`src/rtl/vip_stream_decode.sv`:
```
// Avalon-ST Video input decoder: parses control packets, forwards video/user
// packets with zero latency and checks incoming frames against the committed geometry.
module vip_stream_decode #(
    parameter int unsigned COLOR_BITS   = 14,
    parameter int unsigned COLOR_PLANES = 1,
    parameter int unsigned DATA_WIDTH   = COLOR_BITS * COLOR_PLANES,
    parameter bit          PASS_USER    = 1'b1
) (
    input  logic                  clk,
    input  logic                  rst_n,
    input  logic [DATA_WIDTH-1:0] din_data,
    input  logic                  din_valid,
    input  logic                  din_startofpacket,
    input  logic                  din_endofpacket,
    output logic                  din_ready,
    output logic [DATA_WIDTH-1:0] dout_data,
    output logic                  dout_valid,
    output logic                  dout_startofpacket,
    output logic                  dout_endofpacket,
    input  logic                  dout_ready,
    output logic [15:0]           im_width,
    output logic [15:0]           im_height,
    output logic [3:0]            im_interlaced,
    output logic                  ctrl_update,
    output logic [15:0]           pix_x,
    output logic [15:0]           pix_y,
    output logic                  err_short,
    output logic                  err_long
);

    localparam int unsigned HDR_NIBS  = 9;
    localparam int unsigned HDR_BEATS = (HDR_NIBS + COLOR_PLANES - 1) / COLOR_PLANES;
    localparam logic [3:0]  HDR_LAST  = 4'(HDR_BEATS - 1);

    typedef enum logic [2:0] {
        IDLE,
        CTRL,
        VIDEO,
        USER_FWD,
        USER_DROP
    } state_t;

    state_t                  state;
    logic [3:0]              sop_type;
    logic                    is_video;
    logic                    is_ctrl;
    logic                    fwd;
    logic                    xfer;
    logic [3:0]              hdr_cnt;
    logic [4*HDR_NIBS-1:0]   hdr_q;
    logic [4*HDR_NIBS-1:0]   hdr_next;
    int unsigned             nib_idx;
    logic [15:0]             geo_w;
    logic [15:0]             geo_h;
    logic                    chk;
    logic                    reached;
    logic                    long_seen;
    logic                    at_end;

    assign sop_type = din_data[3:0];
    assign is_video = (sop_type == 4'h0);
    assign is_ctrl  = (sop_type == 4'hF);

    // A SOP beat is always decoded by its type, whatever packet it interrupts.
    always_comb begin
        if (din_startofpacket) begin
            fwd = is_video || (!is_ctrl && PASS_USER);
        end else begin
            fwd = (state == VIDEO) || (state == USER_FWD);
        end
    end

    assign din_ready          = fwd ? dout_ready : 1'b1;
    assign dout_valid         = fwd & din_valid;
    assign dout_data          = din_data;
    assign dout_startofpacket = fwd & din_startofpacket;
    assign dout_endofpacket   = fwd & din_endofpacket;
    assign xfer               = din_valid & din_ready;

    assign at_end = (pix_x == geo_w - 16'd1) && (pix_y == geo_h - 16'd1);

    // Shadow header including the current beat, so the EOP beat's nibbles are committed too.
    always_comb begin
        hdr_next = hdr_q;
        nib_idx  = 0;
        for (int unsigned p = 0; p < COLOR_PLANES; p++) begin
            nib_idx = 32'(hdr_cnt) * COLOR_PLANES + p;
            if (nib_idx < HDR_NIBS) begin
                hdr_next[nib_idx*4 +: 4] = din_data[p*COLOR_BITS +: 4];
            end
        end
    end

    always_ff @(posedge clk or negedge rst_n) begin
        if (!rst_n) begin
            state         <= IDLE;
            hdr_cnt       <= '0;
            hdr_q         <= '0;
            im_width      <= '0;
            im_height     <= '0;
            im_interlaced <= '0;
            ctrl_update   <= 1'b0;
            pix_x         <= '0;
            pix_y         <= '0;
            geo_w         <= '0;
            geo_h         <= '0;
            chk           <= 1'b0;
            reached       <= 1'b0;
            long_seen     <= 1'b0;
            err_short     <= 1'b0;
            err_long      <= 1'b0;
        end else begin
            ctrl_update <= 1'b0;
            err_short   <= 1'b0;
            err_long    <= 1'b0;
            if (xfer) begin
                if (din_startofpacket) begin
                    if (state == VIDEO && chk && !reached) begin
                        err_short <= 1'b1;
                    end
                    hdr_cnt <= '0;
                    if (is_video) begin
                        pix_x     <= '0;
                        pix_y     <= '0;
                        geo_w     <= im_width;
                        geo_h     <= im_height;
                        chk       <= (im_width != 16'd0) && (im_height != 16'd0);
                        reached   <= 1'b0;
                        long_seen <= 1'b0;
                    end
                    if (din_endofpacket) begin
                        state <= IDLE;
                        // A video packet with no pixels at all is short.
                        if (is_video && im_width != 16'd0 && im_height != 16'd0) begin
                            err_short <= 1'b1;
                        end
                    end else if (is_video) begin
                        state <= VIDEO;
                    end else if (is_ctrl) begin
                        state <= CTRL;
                    end else if (PASS_USER) begin
                        state <= USER_FWD;
                    end else begin
                        state <= USER_DROP;
                    end
                end else begin
                    case (state)
                        CTRL: begin
                            hdr_q <= hdr_next;
                            if (hdr_cnt != 4'hF) begin
                                hdr_cnt <= hdr_cnt + 4'd1;
                            end
                            if (din_endofpacket) begin
                                state <= IDLE;
                                if (hdr_cnt >= HDR_LAST) begin
                                    im_width      <= {hdr_next[3:0], hdr_next[7:4],
                                                      hdr_next[11:8], hdr_next[15:12]};
                                    im_height     <= {hdr_next[19:16], hdr_next[23:20],
                                                      hdr_next[27:24], hdr_next[31:28]};
                                    im_interlaced <= hdr_next[35:32];
                                    ctrl_update   <= 1'b1;
                                end
                            end
                        end
                        VIDEO: begin
                            if (pix_x == geo_w - 16'd1) begin
                                pix_x <= '0;
                                if (pix_y != 16'hFFFF) begin
                                    pix_y <= pix_y + 16'd1;
                                end
                            end else begin
                                pix_x <= pix_x + 16'd1;
                            end
                            if (chk && !long_seen && pix_y >= geo_h) begin
                                err_long  <= 1'b1;
                                long_seen <= 1'b1;
                            end
                            if (at_end) begin
                                reached <= 1'b1;
                            end
                            if (din_endofpacket) begin
                                state <= IDLE;
                                if (chk && !(reached || at_end)) begin
                                    err_short <= 1'b1;
                                end
                            end
                        end
                        USER_FWD, USER_DROP: begin
                            if (din_endofpacket) begin
                                state <= IDLE;
                            end
                        end
                        default: ;
                    endcase
                end
            end
        end
    end

endmodule

```
`config.mk`:
```
export PLATFORM = sky130hd
export DESIGN_NAME = vip_stream_decode
export DESIGN_NICKNAME = d
export VERILOG_FILES = /design/src/rtl/vip_stream_decode.sv
export SDC_FILE = /design/constraint.sdc
export NUM_CORES = 1
export LEC_CHECK = 0
export CAP_MARGIN = 40
export CELL_PAD_IN_SITES_DETAIL_PLACEMENT = 1
export CELL_PAD_IN_SITES_GLOBAL_PLACEMENT = 2
export CORE_UTILIZATION = 37
export DETAILED_ROUTE_END_ITERATION = 10
export PLACE_DENSITY = 0.88
export RECOVER_POWER = 25
export SKIP_LAST_GASP = 1
export SYNTH_ARGS = -nofsm -noshare
export SYNTH_HDL_FRONTEND = slang
export SYNTH_SLANG_ARGS = --single-unit
```
`constraint.sdc`:
```
create_clock -name clk -period 10.4 [get_ports clk]
set_input_delay 2.08 -clock clk [delete_from_list [all_inputs] [get_ports clk]]
set_output_delay 2.08 -clock clk [all_outputs]
set_load 0.03 [all_outputs]
```
==> results by group <==
Place
  • Post-DP HPWL: roughly 18,000 um
  • Final RePlAce weighted congestion: 0.844
  • Placed cells: ~1,300
  • PortBufs: 88
  • Worst slack, placed: roughly 4.1 ns

Floorplanning
  • Die H: 153 um
  • IO Pins: 109
  • Die ar.: between 20,000 and 25,000 sq um
  • Die W: 153 um
  • Initial Utilization: 38.3%
  • # rows: 54
  • Core Footprint: around 22,000 sq um

Timing
  • RSZ-0062 raised after global routing: no
  • Post-Route Skew: 0.0114 ns
  • Worst relative slew slack: -201%
  • Final Hold Fails: 0
  • Setup TNS: 0 ns
  • Fin crit share: between 60% and 70%
  • Final-report max-slew violation count: 82
  • Setup slack after layout: 4.13 ns
  • Worst-margin pin slew: 4.51 ns
  • Fin crit period: between 6 and 7 ns
  • Fmax: 159 MHz
  • Final setup viols: 0

Route
  • First-pass detailed-route iteration total: 4
  • DRC errors left: 0
  • DR vias: 7,057
  • First DRT Iteration DRCs: between 300 and 400
  • Routed len/inst: 18.7 um
  • Routed Antenna Nets: 0
  • Wirelength, routed: approximately 24,000 um
  • Vias per std cell: approximately 5.5

Clock tree
  • Post-CTS Resized: 0
  • Number of hold buffers added after cts: 0
  • Clk_lat worst skew: around 0.43 ns
  • CTS H-Tree Depth: 4
  • Buffer depth of the longest clock path: 2
  • Root Buffer: clkbuf_16
  • CTS tree: done
  • Num CTS Buffers: 17
  • Clock Sinks: 148
  • Worst-path clk slew: 0.06 ns
  • Post-CTS setup buffer count: 0

Hold path
  • Hold path depth: 1
  • Worst hold start: hdr_q[2]
  • Worst min path class: reg2reg

Yosys
  • Yosys Warn Count: 0
  • Synthesized cell area: 8460 sq um
  • Yosys reg bits: 148
  • Post-synth ARST share: between 90% and 100%
  • Syn avg cell area: 9.06 sq um
  • Most frequent cell after synthesis: nand2_1
  • Distinct cells, synth: 58
  • Primary FF master, synth: dfrtp_1
  • Yosys top cell area share: 43.8%
  • Synth top cells by count: nand2_1, dfrtp_1, o21ai_0
  • Net Count, Synth: 979
  • Area contributors post-synth: dfrtp_1, nand2_1, o21ai_0
  • Sequential area share after synthesis: 43.8%
  • Post-synth EDFFs: 0
  • Area leader, netlist: dfrtp_1
  • Mapped Cells: 934

Final layout
  • # fillers: 2,548
  • Synthesis-to-layout area growth: 18.8%
  • Fraction of layout instances using a drive strength above 1: ~8%
  • Ant diodes: 0
  • Final nets: a little over 1,000
  • Final std cells w/o fill: 1,285

Power and ir drop
  • Peak supply drop: 0.000101 V
  • Leak pwr: 4.59 nW
  • Cell Pwr Density: 156 nW/um^2

Setup path
  • Startpoint Class: input port
  • Crit path max fanout: 15
  • RR Endpoint: pix_y[15]
  • Worst R2R Path Depth: 8
  • Crit path capture: din_ready
  • WP data required: 8.32 ns
  • Critical path class: in2out
  • CP Launch Point: din_startofpacket
  • Critical Path Sink Type: primary output
  • Critical Path AT: between 4 and 5 ns
  • Reg2reg setup slack: 6.38 ns
  • Reg2reg start: geo_w[3]

Global route
  • Total gr overflow: 0
  • Initial antenna violation count: 0
  • Largest net degree at the start of global routing: 82
  • Gr usage total: 21.5%
  • First-pass GRT wire length: 39,900 um
  • Vias in the first global route: 7,360

Flow run
  • Max Cap Viol: 1

Status
  • Status: finished with violations
  • Failing checks: capacitance limit, slew limit
-- cell families after synthesis --
group,after synthesis,share of synthesized area (%)
AOI/OAI and AO/OA,175,12.1
xor gates and xnor gates,53,5.48
adders and majority gates,25,3.70
buffers and inverters,91,4.94
DFF,148,43.8
muxes,65,8.16
and+or+nand+nor,377,21.9
-- worst min-delay path by stage --
stage / end / slack (ns)
finish: hdr_q[2] / 0.48
global route: hdr_q[3] / 0.50
CTS: hdr_q[2] / 0.48
detailed placement: hdr_q[2] / 0.47
global placement: hdr_q[2] / 0.46
floorplan: hdr_q[0] / 0.45
-- layer usage --
metal,global-route usage [%],share of wire [%],vias up
met5,0,0,-
met4,7.94,2.6,0
met3,4.05,3.3,36
met2,35.1,48,124
met1,28.3,46,3502
li1,-,-,3395
-- cells in the final DEF, fill, tap and decap left out, drive strengths merged, types with 20 or more instances in the layout --
| cell | count |
|---|---|
| mux2i | 33 |
| nand3 | 20 |
| nand4 | 22 |
| a21oi | 35 |
| mux2 | 32 |
| nor4 | 22 |
| dfrtp | 148 |
| xnor2 | 31 |
| nand2 | 151 |
| o21ai | 90 |
| clkdlybuf4s50 | 87 |
| nor2 | 52 |
| nor3 | 25 |
| inv | 39 |
| ha | 25 |
| xor2 | 22 |
| or3 | 22 |
-- where the power goes --
group	switching (W)	internal, W	leakage, nW
clock	0.000267	0.000335	0.277
sequential	0.0000487	0.000609	1.99
combinational	0.000196	0.000117	2.32
-- critical path: stages --
cell             delay (ns)
clkdlybuf4s50_1        0.46
buf_4                  0.21
inv_1                  0.19
nor2_1                 0.23
nor2_1                 0.10
or2_2                  0.31
clkdlybuf4s50_1        0.61
-- flip-flops by register name, summed over array words and instances (netlist names), 2 cells and up --
register       flops
hdr_q             36
geo_w             16
pix_y             16
geo_h             16
pix_x             16
state              2
im_height         16
im_width          16
hdr_cnt            4
im_interlaced      4
-- through the flow --
step / power, W / hold WS, ns / utilization, % / area (sq um)
after floorplan: 0.000877 / 0.450 / - / 8460
after global placement: 0.000966 / 0.462 / 42.8 / 9460
after detailed placement: 0.000978 / 0.466 / 43.0 / 9490
after CTS: 0.00159 / 0.481 / 45.6 / 10100
after global routing: 0.00165 / 0.497 / 45.5 / 10100
final: 0.00157 / 0.478 / 45.5 / 10100
-- area by class of cell --
| class | instances | area (sq um) | area share (%) |
|---|---|---|---|
| well taps | 280 | 350 | 3.48 |
| repair buffers | 96 | 951 | 9.46 |
| clock inverters | 15 | 149 | 1.48 |
| clock buffers | 17 | 425 | 4.23 |
| multi-input cells | 695 | 4350 | 43.2 |
| flip-flops and latches | 148 | 3700 | 36.8 |
| inverters | 34 | 128 | 1.27 |
Note: power is estimated with default switching activity, not from simulation.
